==> src/rtl/spi_target_regfile_if.sv <==
// SPI bus between the command-link initiator and the register-file target.
interface spi_target_regfile_if;
    logic sclk;
    logic csb;
    logic sdi;
    logic sdo;
    logic sdo_oe;

    modport master (output sclk, output csb, output sdi, input sdo, input sdo_oe);
    modport slave  (input sclk, input csb, input sdi, output sdo, output sdo_oe);
endinterface

==> src/rtl/spi_target_regfile.sv <==
// SPI mode-0 target with an oversampled bus front end and a small register bank.
// Frames are {rw, addr[6:0], data[7:0]} MSB first; rw=1 writes.
module spi_target_regfile #(
    parameter int PACKAGE_SIZE = 8,
    parameter int NUM_REGS     = 16
) (
    input  logic                    clk,
    input  logic                    rst,
    spi_target_regfile_if.slave     spi,
    input  logic [PACKAGE_SIZE-2:0] host_addr,
    output logic [PACKAGE_SIZE-1:0] host_rdata,
    output logic                    wr_strobe,
    output logic [PACKAGE_SIZE-2:0] wr_addr,
    output logic [PACKAGE_SIZE-1:0] wr_data,
    output logic                    frame_err
);
    localparam int AW = PACKAGE_SIZE - 1;
    localparam int IW = (NUM_REGS > 1) ? $clog2(NUM_REGS) : 1;

    typedef enum logic [2:0] {S_IDLE, S_HDR, S_DATA, S_DONE, S_WAIT} state_t;

    logic [1:0]              sclk_sync_q, csb_sync_q, sdi_sync_q;
    logic                    sclk_prev_q, csb_q;
    state_t                  state_q;
    logic [4:0]              cnt_q;
    logic [AW-1:0]           hdr_q, addr_q;
    logic [PACKAGE_SIZE-1:0] dat_q, rd_sh_q;
    logic                    rw_q, sdo_q;
    logic                    wr_strobe_q, frame_err_q;
    logic [AW-1:0]           wr_addr_q;
    logic [PACKAGE_SIZE-1:0] wr_data_q;
    logic [PACKAGE_SIZE-1:0] regs_q [NUM_REGS];

    logic                    rise_d, fall_d;
    logic [PACKAGE_SIZE-1:0] hdr_full_d, rd_lookup_d;

    assign rise_d     = sclk_sync_q[1] & ~sclk_prev_q;
    assign fall_d     = ~sclk_sync_q[1] & sclk_prev_q;
    assign hdr_full_d = {hdr_q, sdi_sync_q[1]};

    always_comb begin
        rd_lookup_d = '0;
        if (int'(hdr_full_d[AW-1:0]) < NUM_REGS) rd_lookup_d = regs_q[hdr_full_d[IW-1:0]];
    end

    always_comb begin
        host_rdata = '0;
        if (int'(host_addr) < NUM_REGS) host_rdata = regs_q[host_addr[IW-1:0]];
    end

    // csb_q is one stage behind csb_sync_q so the FSM sees csb as a registered edge
    always_ff @(posedge clk or posedge rst) begin
        if (rst) begin
            sclk_sync_q <= '0;
            csb_sync_q  <= '1;
            sdi_sync_q  <= '0;
            sclk_prev_q <= 1'b0;
            csb_q       <= 1'b1;
        end else begin
            sclk_sync_q <= {sclk_sync_q[0], spi.sclk};
            csb_sync_q  <= {csb_sync_q[0], spi.csb};
            sdi_sync_q  <= {sdi_sync_q[0], spi.sdi};
            sclk_prev_q <= sclk_sync_q[1];
            csb_q       <= csb_sync_q[1];
        end
    end

    always_ff @(posedge clk or posedge rst) begin
        if (rst) begin
            state_q     <= S_IDLE;
            cnt_q       <= '0;
            hdr_q       <= '0;
            addr_q      <= '0;
            dat_q       <= '0;
            rd_sh_q     <= '0;
            rw_q        <= 1'b0;
            sdo_q       <= 1'b0;
            wr_strobe_q <= 1'b0;
            frame_err_q <= 1'b0;
            wr_addr_q   <= '0;
            wr_data_q   <= '0;
            for (int unsigned i = 0; i < NUM_REGS; i++) regs_q[i] <= '0;
        end else begin
            wr_strobe_q <= 1'b0;
            frame_err_q <= 1'b0;
            case (state_q)
                S_IDLE: begin
                    sdo_q <= 1'b0;
                    if (!csb_q) begin
                        state_q <= S_HDR;
                        cnt_q   <= '0;
                        hdr_q   <= '0;
                        dat_q   <= '0;
                    end
                end
                S_HDR: begin
                    if (csb_q) begin
                        frame_err_q <= 1'b1;
                        state_q     <= S_IDLE;
                    end else if (rise_d) begin
                        hdr_q <= hdr_full_d[AW-1:0];
                        cnt_q <= cnt_q + 5'd1;
                        if (cnt_q == 5'(PACKAGE_SIZE - 1)) begin
                            rw_q    <= hdr_full_d[PACKAGE_SIZE-1];
                            addr_q  <= hdr_full_d[AW-1:0];
                            rd_sh_q <= hdr_full_d[PACKAGE_SIZE-1] ? '0 : rd_lookup_d;
                            state_q <= S_DATA;
                        end
                    end
                end
                S_DATA: begin
                    if (csb_q) begin
                        frame_err_q <= 1'b1;
                        sdo_q       <= 1'b0;
                        state_q     <= S_IDLE;
                    end else begin
                        if (fall_d && !rw_q) begin
                            sdo_q   <= rd_sh_q[PACKAGE_SIZE-1];
                            rd_sh_q <= {rd_sh_q[PACKAGE_SIZE-2:0], 1'b0};
                        end
                        if (rise_d) begin
                            cnt_q <= cnt_q + 5'd1;
                            if (rw_q) dat_q <= {dat_q[PACKAGE_SIZE-2:0], sdi_sync_q[1]};
                            if (cnt_q == 5'(2 * PACKAGE_SIZE - 1)) state_q <= S_DONE;
                        end
                    end
                end
                S_DONE: begin
                    sdo_q <= 1'b0;
                    if (rw_q && int'(addr_q) < NUM_REGS) begin
                        regs_q[addr_q[IW-1:0]] <= dat_q;
                        wr_strobe_q            <= 1'b1;
                        wr_addr_q              <= addr_q;
                        wr_data_q              <= dat_q;
                    end
                    state_q <= S_WAIT;
                end
                S_WAIT: begin
                    sdo_q <= 1'b0;
                    if (csb_q) state_q <= S_IDLE;
                end
                default: state_q <= S_IDLE;
            endcase
        end
    end

    assign spi.sdo    = sdo_q;
    assign spi.sdo_oe = ~csb_sync_q[1];
    assign wr_strobe  = wr_strobe_q;
    assign wr_addr    = wr_addr_q;
    assign wr_data    = wr_data_q;
    assign frame_err  = frame_err_q;
endmodule
==> src/flat_wrapper.sv <==
// flat-port wrapper written by rule: the top's interface ports become plain ports
module spi_target_regfile_flat 
#(
    parameter int PACKAGE_SIZE = 8,
    parameter int NUM_REGS     = 16
)
  (clk, rst, host_addr, host_rdata, wr_strobe, wr_addr, wr_data, frame_err, spi_sclk, spi_csb, spi_sdi, spi_sdo, spi_sdo_oe);
  spi_target_regfile_if spi_i ();
  input  logic clk;
  input  logic rst;
  input  logic [PACKAGE_SIZE-2:0] host_addr;
  output logic [PACKAGE_SIZE-1:0] host_rdata;
  output logic wr_strobe;
  output logic [PACKAGE_SIZE-2:0] wr_addr;
  output logic [PACKAGE_SIZE-1:0] wr_data;
  output logic frame_err;
  input wire logic [$bits(spi_i.sclk)-1:0] spi_sclk;
  input wire logic [$bits(spi_i.csb)-1:0] spi_csb;
  input wire logic [$bits(spi_i.sdi)-1:0] spi_sdi;
  output wire logic [$bits(spi_i.sdo)-1:0] spi_sdo;
  output wire logic [$bits(spi_i.sdo_oe)-1:0] spi_sdo_oe;
  assign spi_i.sclk = spi_sclk;
  assign spi_i.csb = spi_csb;
  assign spi_i.sdi = spi_sdi;
  assign spi_sdo = spi_i.sdo;
  assign spi_sdo_oe = spi_i.sdo_oe;
  spi_target_regfile #(.PACKAGE_SIZE(PACKAGE_SIZE), .NUM_REGS(NUM_REGS)) u_core (.clk(clk), .rst(rst), .spi(spi_i), .host_addr(host_addr), .host_rdata(host_rdata), .wr_strobe(wr_strobe), .wr_addr(wr_addr), .wr_data(wr_data), .frame_err(frame_err));
endmodule
==> config.mk <==
export PLATFORM = sky130hd
export DESIGN_NAME = spi_target_regfile_flat
export DESIGN_NICKNAME = d
export VERILOG_FILES = /design/src/rtl/spi_target_regfile_if.sv /design/src/rtl/spi_target_regfile.sv /design/src/flat_wrapper.sv
export SDC_FILE = /design/constraint.sdc
export NUM_CORES = 1
export LEC_CHECK = 0
export BUFFER_PORTS_ARGS = -buffer_cell sky130_fd_sc_hd__buf_2
export CAP_MARGIN = 20
export CORE_UTILIZATION = 40
export DETAILED_ROUTE_END_ITERATION = 10
export PLACE_DENSITY = 0.64
export SYNTH_ARGS = -nofsm -noshare
export SYNTH_HDL_FRONTEND = slang
export SYNTH_SLANG_ARGS = --single-unit
export TNS_END_PERCENT = 10
==> constraint.sdc <==
create_clock -name clk -period 5.7 [get_ports clk]
set_input_delay 0.855 -clock clk [delete_from_list [all_inputs] [get_ports clk]]
set_output_delay 0.855 -clock clk [all_outputs]
set_load 0.01 [all_outputs]
## After elaboration in Yosys (flattened, before gate mapping)

Cells that the tools add are included.

- Register bits after elaboration: 193
- Latch bits: 0
- Memory bits (writable): 0
- ROM bits: 0
- Input bits: 12
- Output and inout port bits: 27
- Memories kept: 0

- $add $sub $neg: 1
- Multipliers: 0
- Divide/modulo/power cells: 0
- Order comparisons: 7
- Eq/ne operators: 22
- Shift-type cells: 0
- Muxes and demuxes: 47
- Bitwise operators: 9
- Reduce and logical (&&, ||, !) cells: 20

Operators with widths:

| operator | number |
|---|---|
| $mux W8 | 17 |
| $bwmux W128 | 1 |
| $bmux W8 S4 | 2 |
| $demux W8 S4 | 1 |
| $pmux W8 S2 | 2 |
| $mux W3 | 8 |
| $lt A7 B5 Y1 const B | 3 |
| $mux W7 | 3 |
| $ge A5 B5 Y1 const B | 3 |
| $mux W5 | 3 |
| $ne A3 B1 Y1 const B | 5 |
| $not A4 Y5 | 3 |
| $pmux W3 S5 | 1 |
| $ne A2 B1 Y1 const B | 7 |
| $pmux W7 S2 | 1 |
| $reduce_and A4 Y1 | 3 |
| $reduce_and A6 Y1 | 2 |
| $pmux W5 S2 | 1 |
| $reduce_bool A2 Y1 | 5 |
| $ne A2 B2 Y1 const B | 4 |
| $eq A3 B2 Y1 const B | 2 |
| $mux W1 | 6 |
| $add A5 B1 Y5 const B | 1 |
| $eq A5 B3 Y1 const B | 1 |
| other kinds (14) | 21 |

## Depth between registers and ports, before layout

- Depth after elaboration: 10
- Depth in mapped cells: 8
- Mapped depth without buffers: 5

## Least setup slack after synthesis

Ideal clock, no wire load.

- Kind: input to output
- Start point: input port host_addr[2]
- End point: output port host_rdata[0]
- Data arrival time: 2.408 ns
- Data required time: 4.845 ns
- Slack: 2.437 ns
- Stages: 6
- Path buffers: 3
- Cell sequence: buf_2 buf_2 buf_2 mux4_2 mux4_2 nor2b_1

- Longest elaborated chain between the ends: 5
- Elaborated cells between the ends (all ways): 6
- Those cells by class: order compare: 1; mux: 4; bitwise: 1

Ends and longest elaborated chain:

| item | line | text |
|---|---|---|
| start: declaration | flat_wrapper.sv:11 | `input logic [PACKAGE_SIZE-2:0] host_addr;` |
| $not A4 Y5 (implied by the code) | spi_target_regfile.sv:48 | `if (int'(host_addr) < NUM_REGS) host_rdata = regs_q[host_addr[IW-1:0]];` |
| $bmux W8 S4 | spi_target_regfile.sv:48 |  |
| $mux W8 (implied by the code) (2 in series) | spi_target_regfile.sv:48 |  |
| $mux W8 * | spi_target_regfile.sv:48 |  |
| end: declaration | flat_wrapper.sv:12 | `output logic [PACKAGE_SIZE-1:0] host_rdata;` |

Every way passes the cells marked *; elsewhere a longest branch is shown, timed or not. The select of a mux whose other input is x is not followed.

## Final worst setup path

- Start point: input port host_addr[2]
- End point: output port host_rdata[6]

The elaborated chain is that of the path after synthesis.

==> results.md <==
- Total CTS buffers: 17
- Type of origin of the critical path: primary input
- Status: finished, final reports clean
- Tightest Pin Transition: 0.913 ns
- DP HPWL: 14600 um
- Synth Area per Inst: 13.9 um2
- Clock Tree Buf Depth: 2
- Simple-gate share of the synthesized area: 9.38%
- Layout cells sized above 1: 41.8%
- Largest net degree at the start of global routing: 129
- Crit path from: host_addr[2]
- Worst-path cell chain: buf_2 -> mux4_2 -> mux4_2 -> nor2b_1 -> buf_2
- Crit path largest cell delay: 0.69 ns
- Post_cts resized: 0
- Total Power: 2.79 mW
- Post-synthesis mux area share: 34.0%
- RR Startpoint: u_core.state_q[2]$_DFFE_PP0P_
- Leakage: 5.05 nW
- Fill cells: 2155
- Reg clk slew, reported paths: 0.07 ns
- YS warnings: 0
- Die Wd: 159 um
- Ports: 39
- #FFs+latches synth: 193
- HP Class: flip-flop to flip-flop
- DRT iter0 DRCs: 397
- Asr flop ratio synth: 100%
- Pre-antenna DRT Iters: 4
- Starting Density: 40.7%
- Most common cell after layout, fill and taps aside: dfrtp_1
- RSZ-0062 raised after global routing: false
- Fin Clk Skew: 0.0100 ns
- Primary FF master, synth: dfrtp_1
- Max cap viols: 0
- Port-buffer cells: 38
- Die H: 159 um
- CP Max Fanout: 32
- Worst Path Buf+Inv: 2
- Post-DR wirelength/cell: 22.2 um
- Drt drc: 0
- XOR/XNOR share of the synthesized area: 0.178%
- FP Rows: 57
- Non-Filler Instances: 1052
- Crit Path Category: primary input to output pin
- Placed Instances: 1017
- Hold_ws: 0.352 ns
- Most frequent cells in the layout: dfrtp_1 (189), mux2_2 (116), nand2_1 (73)
- Diode count: 0
- Via density: 5.67
- CTS tree: done
- Core ar.: 24200 um2
- Crit path time final: 3.82 ns
- Post-CTS Hold Buffers: 0
- First-pass GRT wire length: 36800 um
- DR vias: 5970
- Hold Crit Start: u_core.sdi_sync_q[0]$_DFF_PP0_
- DP Area: 10200 um2
- Critical-path top delay cell: buf_2
- Post-CTS setup repair buffer count: 0
- Vias in the first global route: 5967
- Post-Synthesis Cells: 706
- Setup TNS: 0 ns
- VDD IR max: 0.214 mV
- Gr usage total: 19.4%
- Adder-cell share of the synthesized area: 0.255%
- Fmax achieved: 0.262 GHz
- Initial antenna violation count: 0
- Total Nets Final: 729
- Hold Fails Final Rpt: 0
- Syn nets: 720
- Clk_lat worst skew: 0.44 ns
- Num Clock Sinks: 193
- CP top delay family: multiplexers
- Worst endpoint required time: 4.85 ns
- CTS root buf: clkbuf_16
- Post-route ant nets: 0
- Synth area leaders: dfrtp_1 (48%), mux4_2 (15%), mux2_2 (13%)
- Fin area: 10800 um2
- Top cell type's share of synthesized area: 48.4%
- Htree depth: 4
- Synth Cell Area: 9830 um2
- Rel. slew slack: 39.1%
- Distinct cells, synth: 57
- Worst setup EP type: output pin
- Crit path DAT: 2.96 ns
- Die area: 25200 um2
- Synth Area in Compound Gates: 3.65%
- Post-synth EDFFs: 0
- Pwr dens: 257 nW/um2
- Largest family of logic cells by synthesized area: multiplexers
- Total Wirelength: 23300 um
- Max-slew violation count: 0
- Post-synth top area cell: dfrtp_1
- Total global routing overflow: 0
- Seq/Total Area, Yosys: 49.2%
- Period utilization: 67.0%
- Gpl congestion: 0.812
- Syn-to-layout area delta: 10.3%
- Final setup viols: 0
==> synth_stat cells (7+ instances only) <==
| cell type | number |
|---|---|
| o21ai_0 | 20 |
| nor2b_1 | 24 |
| nor2_1 | 14 |
| inv_1 | 9 |
| mux4_2 | 67 |
| dfrtp_1 | 190 |
| a2111oi_0 | 8 |
| nand2_1 | 73 |
| buf_1 | 9 |
| mux2i_1 | 17 |
| clkbuf_1 | 17 |
| nand3_1 | 8 |
| mux2_2 | 116 |
| mux2_4 | 24 |
| buf_2 | 21 |
| buf_4 | 7 |
==> cell type report <==
cell class              instances  area, um2  area share [%]
repair buffers                 47        280            2.58
multi-input cells             446       4670            43.1
well taps                     324        405            3.74
inverters                      10       41.3           0.381
flip-flops and latches        193       4830            44.6
clock inverters                13        171            1.58
clock buffers                  19        443            4.08
==> flip-flops by register name, summed over array words and instances, names as in the netlist <==
name	flops
u_core.state_q	3
u_core.addr_q	7
u_core.spi.sdo	1
u_core.csb_sync_q	2
u_core.sclk_sync_q	2
u_core.hdr_q	7
u_core.wr_strobe	1
u_core.wr_data	8
u_core.dat_q	8
u_core.rw_q	1
u_core.sdi_sync_q	2
u_core.sclk_prev_q	1
u_core.frame_err	1
u_core.wr_addr	7
u_core.rd_sh_q	8
u_core.cnt_q	5
u_core.csb_q	1
u_core.regs_q	128
==> path summary, 6_finish.rpt <==
check | to | slack [ns] | cells after the start
max | host_rdata[6] | 1.88 | 5
min | u_core.sdi_sync_q[1]$_DFF_PP0_ | 0.35 | 0
max reg2reg | u_core.regs_q[62]$_DFFE_PP0P_ | 2.14 | 5
min reg2reg | u_core.sdi_sync_q[1]$_DFF_PP0_ | 0.35 | 0
max in group asynchronous | u_core.hdr_q[1]$_DFFE_PP0P_ | 3.96 | 3
min in group asynchronous | u_core.regs_q[83]$_DFFE_PP0P_ | 0.58 | 2
==> logic make-up (layout without fill, tap and decap cells) <==
group | Yosys count | in the layout
simple gates | 165 | 165
flops | 193 | 193
xor+xnor | 2 | 2
buf+inv | 67 | 89
fa+ha+maj | 2 | 2
mux | 224 | 224
compound gates | 53 | 53
==> per-layer routing <==
metal / GRT usage [%] / vias to the layer above / wire length (um) / part of all wire (%)
li1: - / 2649 / - / -
met1: 26.0 / 3178 / 10500 / 45
met2: 31.8 / 117 / 11600 / 50
met3: 3.50 / 26 / 759 / 3.3
met4: 6.13 / 0 / 445 / 1.9
met5: 0 / - / 0 / 0
==> per-stage QoR <==
| step | util (%) | setup WS [ns] |
|---|---|---|
| floorplan | - | 2.36 |
| global placement | 42.2 | 1.79 |
| detailed placement | 42.2 | 1.72 |
| CTS | 44.7 | 1.73 |
| global route | 44.9 | 1.84 |
| finish | 44.9 | 1.88 |
==> power by group <==
group	leakage, nW	internal (mW)	switching (mW)
Sequential	2.67	1.38	0.0190
Combinational	2.09	0.0438	0.0821
Clock	0.296	0.712	0.555
Power figures use the tool's default switching activity.
